<file path="src/rtl/clk_mon_pkg.sv">
`default_nettype none
// ============================================================================
// Module   : clk_mon_pkg
// Brief    : Shared FSM state type, default gate length and clog2 helper for
//            the clock frequency monitor.
// Revision : 1.0
// ============================================================================
package clk_mon_pkg;

  localparam int unsigned DEFAULT_GATE_CYCLES = 1000;

  typedef enum logic [1:0] {
    ST_IDLE    = 2'd0,
    ST_SETTLE  = 2'd1,
    ST_MEASURE = 2'd2
  } mon_state_e;

  // Ceiling log2, usable in parameter expressions; clog2(1) == 0.
  function automatic int unsigned clog2(input int unsigned value);
    int unsigned v;
    int unsigned r;
    v = (value > 0) ? value - 1 : 0;
    r = 0;
    while (v > 0) begin
      r = r + 1;
      v = v >> 1;
    end
    return r;
  endfunction

endpackage
`default_nettype wire

</file>
<file path="src/rtl/clk_meas_chan.sv">
`default_nettype none
// ============================================================================
// Module   : clk_meas_chan
// Brief    : One monitored-clock channel: synchroniser, edge/high counters,
//            published result registers and limit compare.
// Revision : 1.0
// ============================================================================
module clk_meas_chan
  import clk_mon_pkg::*;
#(
  parameter int unsigned CNT_W       = 10,
  parameter int unsigned SYNC_STAGES = 2
) (
  input  logic             clk,
  input  logic             resetn,
  input  logic             mon_clk,
  input  logic             cnt_en,
  input  logic             clear_on_start,
  input  logic             publish,
  input  logic [CNT_W-1:0] exp_min,
  input  logic [CNT_W-1:0] exp_max,
  output logic [CNT_W-1:0] meas_edges,
  output logic [CNT_W-1:0] meas_high,
  output logic             violation
);

  logic [SYNC_STAGES-1:0] sync_q, sync_d;
  logic                   prev_q, prev_d;
  logic [CNT_W-1:0]       edge_cnt_q, edge_cnt_d;
  logic [CNT_W-1:0]       high_cnt_q, high_cnt_d;
  logic [CNT_W-1:0]       edges_pub_q, edges_pub_d;
  logic [CNT_W-1:0]       high_pub_q, high_pub_d;
  logic                   synced;
  logic                   rise;
  logic [CNT_W-1:0]       edge_next;
  logic [CNT_W-1:0]       high_next;

  // Counts cannot reach all-ones for legal clocks; the hold is purely defensive.
  function automatic logic [CNT_W-1:0] sat_inc(input logic [CNT_W-1:0] v,
                                                input logic             inc);
    if (inc && (v != {CNT_W{1'b1}})) begin
      return v + CNT_W'(1);
    end
    return v;
  endfunction

  always_comb begin
    synced      = sync_q[SYNC_STAGES-1];
    rise        = synced & ~prev_q;
    sync_d      = {sync_q[SYNC_STAGES-2:0], mon_clk};
    prev_d      = synced;

    // edge_next/high_next include the current cycle's sample, so the value
    // published on the last window cycle covers the whole window.
    edge_next   = sat_inc(edge_cnt_q, cnt_en & rise);
    high_next   = sat_inc(high_cnt_q, cnt_en & synced);
    edge_cnt_d  = clear_on_start ? '0 : edge_next;
    high_cnt_d  = clear_on_start ? '0 : high_next;

    edges_pub_d = publish ? edge_next : edges_pub_q;
    high_pub_d  = publish ? high_next : high_pub_q;
    violation   = (edge_next < exp_min) || (edge_next > exp_max);
  end

  always_ff @(posedge clk or negedge resetn) begin
    if (!resetn) begin
      sync_q      <= '0;
      prev_q      <= 1'b0;
      edge_cnt_q  <= '0;
      high_cnt_q  <= '0;
      edges_pub_q <= '0;
      high_pub_q  <= '0;
    end else begin
      sync_q      <= sync_d;
      prev_q      <= prev_d;
      edge_cnt_q  <= edge_cnt_d;
      high_cnt_q  <= high_cnt_d;
      edges_pub_q <= edges_pub_d;
      high_pub_q  <= high_pub_d;
    end
  end

  assign meas_edges = edges_pub_q;
  assign meas_high  = high_pub_q;

endmodule
`default_nettype wire

</file>
<file path="src/rtl/clk_freq_monitor.sv">
`default_nettype none
// ============================================================================
// Module   : clk_freq_monitor
// Brief    : Multi-channel gate-window frequency/duty monitor with lock-gated
//            settle/measure FSM and sticky per-channel limit flags.
// Revision : 1.0
// ============================================================================
module clk_freq_monitor
  import clk_mon_pkg::*;
#(
  parameter int unsigned NCH          = 4,
  parameter int unsigned GATE_CYCLES  = DEFAULT_GATE_CYCLES,
  parameter int unsigned CNT_W        = clog2(GATE_CYCLES + 1),
  parameter int unsigned SYNC_STAGES  = 2,
  parameter int unsigned SKIP_WINDOWS = 1
) (
  input  logic                 clk,
  input  logic                 resetn,
  input  logic                 locked,
  input  logic [NCH-1:0]       mon_clk,
  input  logic [NCH*CNT_W-1:0] exp_min,
  input  logic [NCH*CNT_W-1:0] exp_max,
  input  logic                 clear_err,
  output logic [NCH*CNT_W-1:0] meas_edges,
  output logic [NCH*CNT_W-1:0] meas_high,
  output logic                 meas_valid,
  output logic [NCH-1:0]       out_of_range,
  output logic                 measuring
);

  localparam int unsigned       WIN_W     = clog2(GATE_CYCLES + 1);
  localparam int unsigned       SKIP_W    = clog2(SKIP_WINDOWS + 2);
  localparam logic [WIN_W-1:0]  WIN_LAST  = WIN_W'(GATE_CYCLES - 1);
  localparam logic [SKIP_W-1:0] SKIP_LAST =
      SKIP_W'((SKIP_WINDOWS > 0) ? (SKIP_WINDOWS - 1) : 0);

  mon_state_e          state_q, state_d;
  logic [1:0]          lock_sync_q, lock_sync_d;
  logic [WIN_W-1:0]    win_cnt_q, win_cnt_d;
  logic [SKIP_W-1:0]   skip_cnt_q, skip_cnt_d;
  logic                meas_valid_q, meas_valid_d;
  logic [NCH-1:0]      oor_q, oor_d;
  logic                locked_s;
  logic                publish;
  logic                cnt_en;
  logic                cnt_clear;
  logic [NCH-1:0]      viol;

  always_comb begin
    lock_sync_d = {lock_sync_q[0], locked};
    locked_s    = lock_sync_q[1];
  end

  always_comb begin
    state_d    = state_q;
    win_cnt_d  = win_cnt_q;
    skip_cnt_d = skip_cnt_q;
    publish    = 1'b0;

    // Any loss of lock abandons the partial window without publishing.
    if (!locked_s) begin
      state_d    = ST_IDLE;
      win_cnt_d  = '0;
      skip_cnt_d = '0;
    end else begin
      case (state_q)
        ST_IDLE: begin
          win_cnt_d  = '0;
          skip_cnt_d = '0;
          state_d    = (SKIP_WINDOWS == 0) ? ST_MEASURE : ST_SETTLE;
        end
        ST_SETTLE: begin
          if (win_cnt_q == WIN_LAST) begin
            win_cnt_d = '0;
            if (skip_cnt_q == SKIP_LAST) begin
              state_d = ST_MEASURE;
            end else begin
              skip_cnt_d = skip_cnt_q + SKIP_W'(1);
            end
          end else begin
            win_cnt_d = win_cnt_q + WIN_W'(1);
          end
        end
        ST_MEASURE: begin
          if (win_cnt_q == WIN_LAST) begin
            win_cnt_d = '0;
            publish   = 1'b1;
          end else begin
            win_cnt_d = win_cnt_q + WIN_W'(1);
          end
        end
        default: begin
          state_d    = ST_IDLE;
          win_cnt_d  = '0;
          skip_cnt_d = '0;
        end
      endcase
    end
  end

  always_comb begin
    cnt_en       = (state_q == ST_MEASURE);
    // Clearing on publish lets the next window's first sample land with no gap.
    cnt_clear    = (state_q != ST_MEASURE) | publish;
    meas_valid_d = publish;
    oor_d        = (oor_q & ~{NCH{clear_err}}) | (publish ? viol : '0);
  end

  always_ff @(posedge clk or negedge resetn) begin
    if (!resetn) begin
      state_q      <= ST_IDLE;
      lock_sync_q  <= '0;
      win_cnt_q    <= '0;
      skip_cnt_q   <= '0;
      meas_valid_q <= 1'b0;
      oor_q        <= '0;
    end else begin
      state_q      <= state_d;
      lock_sync_q  <= lock_sync_d;
      win_cnt_q    <= win_cnt_d;
      skip_cnt_q   <= skip_cnt_d;
      meas_valid_q <= meas_valid_d;
      oor_q        <= oor_d;
    end
  end

  for (genvar ch = 0; ch < NCH; ch++) begin : g_chan
    clk_meas_chan #(
      .CNT_W       (CNT_W),
      .SYNC_STAGES (SYNC_STAGES)
    ) u_chan (
      .clk            (clk),
      .resetn         (resetn),
      .mon_clk        (mon_clk[ch]),
      .cnt_en         (cnt_en),
      .clear_on_start (cnt_clear),
      .publish        (publish),
      .exp_min        (exp_min[ch*CNT_W +: CNT_W]),
      .exp_max        (exp_max[ch*CNT_W +: CNT_W]),
      .meas_edges     (meas_edges[ch*CNT_W +: CNT_W]),
      .meas_high      (meas_high[ch*CNT_W +: CNT_W]),
      .violation      (viol[ch])
    );
  end

  assign meas_valid   = meas_valid_q;
  assign out_of_range = oor_q;
  assign measuring    = (state_q == ST_MEASURE);

endmodule
`default_nettype wire
</file>
<file path="config.mk">
export PLATFORM = sky130hd
export DESIGN_NAME = clk_freq_monitor
export DESIGN_NICKNAME = d
export VERILOG_FILES = /design/src/rtl/clk_mon_pkg.sv /design/src/rtl/clk_meas_chan.sv /design/src/rtl/clk_freq_monitor.sv
export SDC_FILE = /design/constraint.sdc
export NUM_CORES = 1
export LEC_CHECK = 0
export ABC_AREA = 0
export CAP_MARGIN = 20
export CORE_AREA = 5 5 169 171
export DETAILED_ROUTE_END_ITERATION = 8
export DIE_AREA = 0 0 174 176
export PLACE_DENSITY_LB_ADDON = 0.1
export SYNTH_ARGS = -nofsm -noshare
export SYNTH_HDL_FRONTEND = slang
export SYNTH_HIERARCHICAL = 1
export SYNTH_SLANG_ARGS = --single-unit
export TNS_END_PERCENT = 30
</file>
<file path="constraint.sdc">
create_clock -name clk -period 5.6 [get_ports clk]
set_input_delay 1.12 -clock clk [delete_from_list [all_inputs] [get_ports clk]]
set_output_delay 1.12 -clock clk [all_outputs]
set_load 0.01 [all_outputs]
</file>
# After elaboration in Yosys (flattened, before gate mapping)
# Cells that the tools add are included.
# totals
ff_bits	193
inputBits	88
elab_cells	148
# classes
n_addsub	10
order_cmp	8
n_eq_ne	16
muxes	47
bitwise_logic	20
reduce_logical	17
# op_table
operator	n
10-bit two-way mux	27
10-bit by 1-bit adder with 10-bit output, second input constant	9
10-bit inequality test, second input constant	8
10-bit greater-than comparator	4
10-bit less-than comparator	4
1-bit AND	12
2-bit two-way mux	6
1-bit two-way mux	11
10-bit equality test, second input constant	1
3-bit inequality test, second input constant	3
1-bit logical AND	8
2-bit one-hot mux with 3 select lines	1
3-bit AND reduction	2
4-bit AND	1
2-bit logical NOT	2
1-bit logical OR	4
4-bit two-way mux	1
2-bit inequality test, second input constant	2
1-bit inverter	4
4-bit inverter	1
4-bit OR	1
2-bit one-hot mux with 2 select lines	1
2-bit by 1-bit adder with 2-bit output, second input constant	1
2-bit by 1-bit equality test with 1-bit output, second input constant	1
3 further kinds	3

# Longest topological paths before layout
# Gate-level depths: netlist of run 1.
# logic_depth
word_depth	10
depth_mapped	14

# By module
# Netlist of run 1, hierarchy kept.
# modules_own_cells
module	n_inst	cells_per_inst	area_per_inst_um2	seq_area_each_um2
clk_meas_chan (g_chan[0].u_chan ...)	3	248	2421.1	1076.0
clk_meas_chan (g_chan[1].u_chan)	1	245	2341.0	1076.0
clk_freq_monitor	1	96	1016.0	525.5

# Worst setup path after synthesis of run 1
# OpenSTA, ideal clock, no wires.
# synth_path
path_kind	flip-flop to flip-flop
startpoint	register state_q[0]
endpoint	register oor_q[1] (netlist: out_of_range[1])
arrival_ps	3326
required_ps	5479
setup_slack_ps	2153
path_stages_with_launch	14
path_buffers	0
cell_sequence	dfrtp_1 -> inv_1 -> ha_1 -> and4b_1 -> o211a_1 -> nand4_1 -> xor2_1 -> inv_1 -> ha_1 -> nand4_1 -> or4_1 -> a31oi_1 -> o32ai_1 -> a22o_1
# synth_via
elab_chain_cells	9
# synth_lines
item	line	rtl
start, declared	clk_freq_monitor.sv:37	mon_state_e state_q, state_d;
start signal, assigned	clk_freq_monitor.sv:118	state_q <= state_d;
2-bit equality test *	-	
net measuring	clk_freq_monitor.sv:28	output logic measuring
1-bit AND *	clk_meas_chan.sv:55	edge_next = sat_inc(edge_cnt_q, cnt_en & rise);
1-bit logical AND *	clk_meas_chan.sv:41	if (inc && (v != {CNT_W{1'b1}})) begin
1-bit two-way mux *	clk_meas_chan.sv:41	
10-bit two-way mux *	clk_meas_chan.sv:44	return v;
net g_chan[1].u_chan.edge_next[8]	clk_meas_chan.sv:35	logic [CNT_W-1:0] edge_next;
10-bit less-than comparator / 10-bit greater-than comparator (equally long branches)	clk_meas_chan.sv:62	violation = (edge_next < exp_min) || (edge_next > exp_max);
1-bit logical OR *	clk_meas_chan.sv:62	
net viol[1]	clk_freq_monitor.sv:47	logic [NCH-1:0] viol;
4-bit two-way mux *	clk_freq_monitor.sv:106	oor_d = (oor_q & ~{NCH{clear_err}}) | (publish ? viol : '0);
4-bit OR *	clk_freq_monitor.sv:106	
net oor_d[1]	clk_freq_monitor.sv:42	logic [NCH-1:0] oor_q, oor_d;
end signal, assigned	clk_freq_monitor.sv:123	oor_q <= oor_d;
end, declared	clk_freq_monitor.sv:42	
# The timed path passes the listed nets; every way through them passes the cells marked *.
# A chain may end at the register's enable or synchronous reset.

# Worst setup path after layout of run 1
# layout_path
startpoint	register state_q[0]
endpoint	register oor_q[3] (netlist: out_of_range[3])
# layout_via
elab_chain_cells	9
# layout_lines
item	line	rtl
2-bit equality test *	clk_freq_monitor.sv:102	cnt_en = (state_q == ST_MEASURE);
1-bit AND *	clk_meas_chan.sv:55	
1-bit logical AND *	clk_meas_chan.sv:41	
1-bit two-way mux *	clk_meas_chan.sv:41	
10-bit two-way mux *	clk_meas_chan.sv:44	
net g_chan[3].u_chan.edge_next[7]	clk_meas_chan.sv:35	
10-bit less-than comparator / 10-bit greater-than comparator (equally long branches)	clk_meas_chan.sv:62	
1-bit logical OR *	clk_meas_chan.sv:62	
net viol[3]	clk_freq_monitor.sv:47	
4-bit two-way mux *	clk_freq_monitor.sv:106	
4-bit OR *	clk_freq_monitor.sv:106	
net oor_d[3]	clk_freq_monitor.sv:42	
# Marked as above.

==> results of run 1 <==
[cell families (layout without fill, tap and decap cells)]
logic type,Yosys count,after routing,synth area share [%]
AO/OA/AOI/OAI,150,150,9.50
buffers and inverters,147,331,5.21
AND/OR/NAND/NOR,403,403,19.7
adder cells (fa/ha/maj),90,90,10.6
flip-flops,193,193,45.5
XOR/XNOR,60,60,5.23
multiplexers,42,42,4.34
[worst register-to-register path, stage by stage, from the launching register on]
cell	delay [ns]
dfrtp_1	0.40
inv_1	0.11
ha_1	0.69
buf_4	0.29
nand4_1	0.13
nor3_1	0.21
nand4_1	0.14
xor2_1	0.26
inv_1	0.11
ha_1	0.31
nand4_1	0.12
or4_1	0.53
a31oi_1	0.15
o2bb2ai_1	0.09
a22o_1	0.17
[final timing paths]
path,startpoint,end,cells past startpoint
max in group asynchronous,resetn,g_chan[0].u_chan/sync_q[1],2
max reg2reg,state_q[0],out_of_range[3],14
min,lock_sync_q[0],lock_sync_q[1],0
min reg2reg,lock_sync_q[0],lock_sync_q[1],0
min in group asynchronous,resetn,g_chan[3].u_chan/meas_edges[5],1
max,state_q[0],out_of_range[3],14
[power by group through the flow]
stage                     clock network, W  registers [W]  logic [W]
final                              0.00130        0.00143   0.000341
after CTS                          0.00134        0.00143   0.000354
after global placement                   0        0.00145   0.000347
after detailed placement                 0        0.00145   0.000353
after floorplan                          0        0.00145   0.000183
after global routing               0.00141        0.00143   0.000389
[layout by cell type, fill, tap and decap left out, types with 6 or more instances in the layout]
cell type,n
dfrtp_1,193
nor2_1,181
clkdlybuf4s50_1,172
inv_1,120
ha_1,90
a21oi_1,80
nand2_1,57
nand4_1,38
nand3_1,36
xor2_1,35
mux2i_1,28
xnor2_1,21
clkbuf_16,17
a21o_1,14
a211oi_1,13
nand2b_1,11
nor2b_1,11
a31oi_1,9
and4_4,9
o21ai_0,8
mux2_2,8
and3_1,7
nor3_2,7
nor3_1,7
and4_1,6
mux2_4,6
buf_4,6
[routing by layer]
metal	track usage [%]	up-vias	routed length (µm)
met5	0	-	0
met4	3.63	0	236
met3	3.19	18	1080
met2	26.3	138	11200
met1	22.8	3760	11700
li1	-	4053	-
[stage by stage]
stage	worst slack (ns)	total power [W]	hold slack (ns)
after floorplan	2.15	0.00163	0.331
after global placement	1.87	0.00180	0.335
after detailed placement	1.74	0.00181	0.335
after CTS	1.72	0.00312	0.350
after global routing	1.44	0.00322	0.355
final	1.76	0.00307	0.348
[final cells by class]
class	count	area (µm²)	share of cell area, %
Multi-Input combinational cell	745	5250	39.3
Tap cell	341	427	3.19
Sequential cell	193	4830	36.2
Clock buffer	17	425	3.19
Clock inverter	15	196	1.47
Inverter	120	450	3.37
Timing Repair Buffer	179	1780	13.3
[flip-flops by register name, indices dropped and copies added, names as in the netlist, 4 cells and up]
| signal | cells |
|---|---|
| g_chan.u_chan/high_cnt_q | 40 |
| g_chan.u_chan/prev_q | 4 |
| win_cnt_q | 10 |
| g_chan.u_chan/sync_q | 8 |
| g_chan.u_chan/edge_cnt_q | 40 |
| g_chan.u_chan/meas_edges | 40 |
| out_of_range | 4 |
| g_chan.u_chan/meas_high | 40 |
==> flow_summary.toml, run 1 <==
[timing]
hold_violations = 0
final-setup-viol-count = 0
fin_crit_sh_pct = 68.6
max_freq_ghz = 0.260
slew_violations = 0
skew_ns = 0.0151
worstMarginPinSlew_ns = 0.983
rsz0062_at_grt = "false"
max-slew-margin-rel_pct = 34.5
fin_setup_tns_ns = 0
period_needed_ns = 3.84

[die]
initial_core_util_pct = 39.7
core_area_mm2 = 0.0267
rows = 60
dieArea_mm2 = 0.0306
dieWidth_um = 174
ios = 174
die_h_um = 176

[clock_tree]
cts_max_path_buffers = 2
holdBufCountCts = 0
cts_htree_levels = 4
worstSkewPairLatency_ns = 0.43
cts-root-buf = "clkbuf_16"
cts_sinks = 193
clk_pin_slew_ns = 0.07
cts_setup_buffers = 0
post_cts_resized = 0
numCtsBuffers = 17
cts_tree = "yes"

[critical_path]
arrival_ns = 4.15
cpMostUsedCell = "nand4_1"
cpPeakStageDelay_ns = 0.69
worstSetupPathType = "reg2reg"
required_ns = 5.91
cp_cell_sequence = "inv_1 > ha_1 > buf_4 > nand4_1 > nor3_1 > nand4_1 > xor2_1 > inv_1 > ha_1 > nand4_1 > or4_1 > a31oi_1 > o2bb2ai_1 > a22o_1"
crit_slowest_cell = "ha_1"
critPathCaptureType = "flop"
crit_family = "simple AND/OR/NAND/NOR gates"
cp_num_buf_inv = 3
startpoint_type = "flop"
r2r_slack_ns = 1.76
cp_max_fo = 13

[layout]
final_area_mm2 = 0.0134
syn_to_final_growth_pct = 25.7
final_cells = 1610
final_nets = 1434
n_antenna_cell = 0
drive_gt1_share_pct = 8.43
final_util_pct = 50.0
n_fill_cell = 2481

[route]
wl_per_cell_um = 15.1
wl_um = 24300
drt-vias-per-instance = 4.95
drc = 0
drt_iter0_markers = 351
vias = 7969
drtAntennaViolNets = 0
drt-pass1-iter-count = 4

[pwr]
seqPwrFrac_pct = 46.4
pwr-share-clk_pct = 42.5
leakagePower_nw = 6.31
switching_share_pct = 26.5
power_density_mw_per_mm2 = 230
combPwrFrac_pct = 11.1
internal-power_w = 0.00226
peakVddDrop_mv = 0.181
net-switching-power_w = 0.000815

[global_routing]
grt_overflow = 0
grt_pass1_vias = 7942
grt_start_max_net_pins = 100
grt_first_pass_wirelength_um = 40800
grt_usage_pct = 16.2
grt_antenna_before_repair = 0

[min_path]
hold_class = "reg2reg"

[synthesis]
avgSynthCellArea_um2 = 9.79
synth_ff_type = "dfrtp_1"
synth_common_cells = "dfrtp_1 (193), nor2_1 (181), inv_1 (120), ha_1 (90), a21oi_1 (80)"
synth_top_area_cell = "dfrtp_1"
synth_edf_count = 0
synth_warnings = 6
synth_seq_area_share_pct = 45.5
synth_area_leaders = "dfrtp_1 (45%), ha_1 (11%), nor2_1 (6.4%)"
syn-num-nets = 1263
synth_top_area_share_pct = 45.5
synthCells = 1085
synth_area_mm2 = 0.0106
synth-seq-cells = 193
ys_async_sr_fraction_pct = 100
yosysMostFrequentCell = "dfrtp_1"
yosysUniqueCellTypes = 58

[placement]
gp_congestion = 0.784
dp.cells = 1578
io_buffers = 173
dp_hpwl_um = 17800
postPlaceCellArea_mm2 = 0.0127

[run_status]
status = "finished clean"

[job]
drv_cap = 0
(Power assumes the default switching activity.)
==> run 2, diff against run 1 <==
clock period = 3.1 ns   (was 5.6 ns; I/O delays follow)
==> flow_summary.toml, run 2 (synthesized netlist as in run 1, its figures left out) <==
[layout]
drive_gt1_share_pct = 14.2
final_nets = 1496
n_fill_cell = 2457
syn_to_final_growth_pct = 32.0
most-common-layout-cells = "dfrtp_1 (192), nor2_1 (181), clkdlybuf4s50_1 (172), inv_1 (119), ha_1 (85)"
final_util_pct = 52.5
final_common_cell = "dfrtp_1"
n_antenna_cell = 0

[die]
rows = 60
dieArea_mm2 = 0.0306
dieWidth_um = 174
die_h_um = 176
initial_core_util_pct = 39.7
ios = 174
core_area_mm2 = 0.0267

[global_routing]
grt_overflow = 0
grt_usage_pct = 16.5
grt_pass1_vias = 8415
met3_usage_pct = 3.38
grt_use_met2_pct = 27.8
grt_first_pass_wirelength_um = 42000
busiest_layer = "met2"
grt_antenna_before_repair = 0
met1_usage_pct = 22.2
grt_start_max_net_pins = 61

[route]
vias = 8177
drt-pass1-iter-count = 4
drtAntennaViolNets = 0
drt-vias-per-instance = 4.89
wl_per_cell_um = 15.0
drt_iter0_markers = 413
drc = 0
wl_um = 25100

[placement]
dp_hpwl_um = 18500
place_ws_ns = -0.00381
gp_congestion = 0.841
io_buffers = 173

[pwr]
peakVddDrop_mv = 0.299
leakagePower_nw = 6.63
power_density_mw_per_mm2 = 402

[timing]
max_freq_ghz = 0.333
slew_violations = 0
holdWs_ns = 0.132
skew_ns = 0.0129
rsz0062_at_grt = "true"
final-setup-viol-count = 0
worstMarginPinSlew_ns = 0.535
period_needed_ns = 3.00
hold_violations = 0
max-slew-margin-rel_pct = 64.3
fin_crit_sh_pct = 96.8
setup_slack_ns = 0.0979

[critical_path]
cp_max_fo = 4
startpoint_type = "flop"
rr_worst_depth = 13
arrival_ns = 3.32
r2r_end = "out_of_range[1]"
r2r_slack_ns = 0.1
critPathCaptureType = "flop"
r2r-start = "state_q[0]"
required_ns = 3.41
worstSetupPathType = "reg2reg"

[run_status]
status = "finished clean"

[clock_tree]
clk_pin_slew_ns = 0.07
cts_sinks = 193
numCtsBuffers = 17
cts_htree_levels = 4
cts-root-buf = "clkbuf_16"
cts_tree = "yes"
worstSkewPairLatency_ns = 0.43
cts_max_path_buffers = 2

[job]
drv_cap = 0

[min_path]
hold_class = "in2async"
==> run 2: cell types whose count changed in the layout (fill, tap and decap cells not counted), moves of 2 or more <==
cell | previous run | this run
buf_4 | 6 | 61
buf_12 | 0 | 5
ha_1 | 90 | 85
ha_4 | 0 | 4
a211oi_1 | 13 | 10
a211oi_2 | 3 | 6
nor3_1 | 7 | 4
nor3_2 | 7 | 10
buf_6 | 0 | 2
clkbuf_8 | 1 | 3
xor2_1 | 35 | 33
xor2_2 | 1 | 3
==> run 2: layout make-up <==
cell class                 instances  area [µm²]  share of cell area (%)
tap                              341         427                    3.04
sequential                       193        4830                    34.5
multi-input combinational        745        5380                    38.3
clock inverter                    13         168                    1.20
clock buffer                      19         453                    3.23
timing repair buffer             241        2320                    16.5
inverter                         120         450                    3.21
==> run 2: routing by layer <==
layer,wire length (µm),part of all wire (%),up-vias
li1,-,-,4164
met5,0,0,-
met4,230,0.92,0
met2,12000,48,124
met3,947,3.8,15
met1,11900,47,3874
==> run 2: worst max path at each step <==
stage,slack (ns),to,cells past startpoint,from
finish,0.1,out_of_range[1],13,state_q[0]
global route,-0.09,out_of_range[3],12,g_chan[3].u_chan/edge_cnt_q[0]
CTS,0.04,out_of_range[0],13,state_q[0]
detailed placement,-0.004,out_of_range[0],13,state_q[0]
global placement,0.05,out_of_range[0],13,state_q[0]
floorplan,0.03,out_of_range[1],13,state_q[0]
==> run 2: per-stage QoR <==
stage / setup TNS, ns / instances / area [µm²] / power [W]
after floorplan: 0 / 1085 / 10600 / 0.00296
after CTS: 0 / 1660 / 13800 / 0.00570
final: 0 / 1672 / 14000 / 0.00563
after global routing: -0.316 / 1672 / 14000 / 0.00589
after detailed placement: -0.00381 / 1627 / 13200 / 0.00334
after global placement: 0 / 1627 / 13200 / 0.00333
==> run 2: repair_timing <==
action                     CTS  global route
setup endpoints to repair    3             4
pin swaps                    0            22
buffers inserted             1            12
hold endpoints to repair     0             0
gates resized for setup      2            21
gates cloned                 0             0
hold buffers                 0             0
==> run 2: worst max-delay path, cell delays in order, from the launching register on <==
cell,delay (ns)
dfrtp_1,0.39
inv_2,0.09
ha_4,0.18
and4b_1,0.24
o211a_1,0.20
nand4_1,0.12
xor2_1,0.21
inv_1,0.11
ha_4,0.28
nand4_1,0.08
or4_1,0.52
a31oi_1,0.15
o32ai_1,0.12
a22o_1,0.19
==> run 2: report_power, final <==
part           switching [W]  internal [W]  total, W
Combinational       0.000413      0.000308  0.000720
Clock                0.00107       0.00127   0.00234
Sequential         0.0000321       0.00255   0.00258
Total                0.00151       0.00412   0.00563
==> run 3, diff against run 2 <==
SLEW_MARGIN = 30   (was unset)
==> results of run 3 <==
The final DEF is identical to that of run 2; final timing and power are the same.
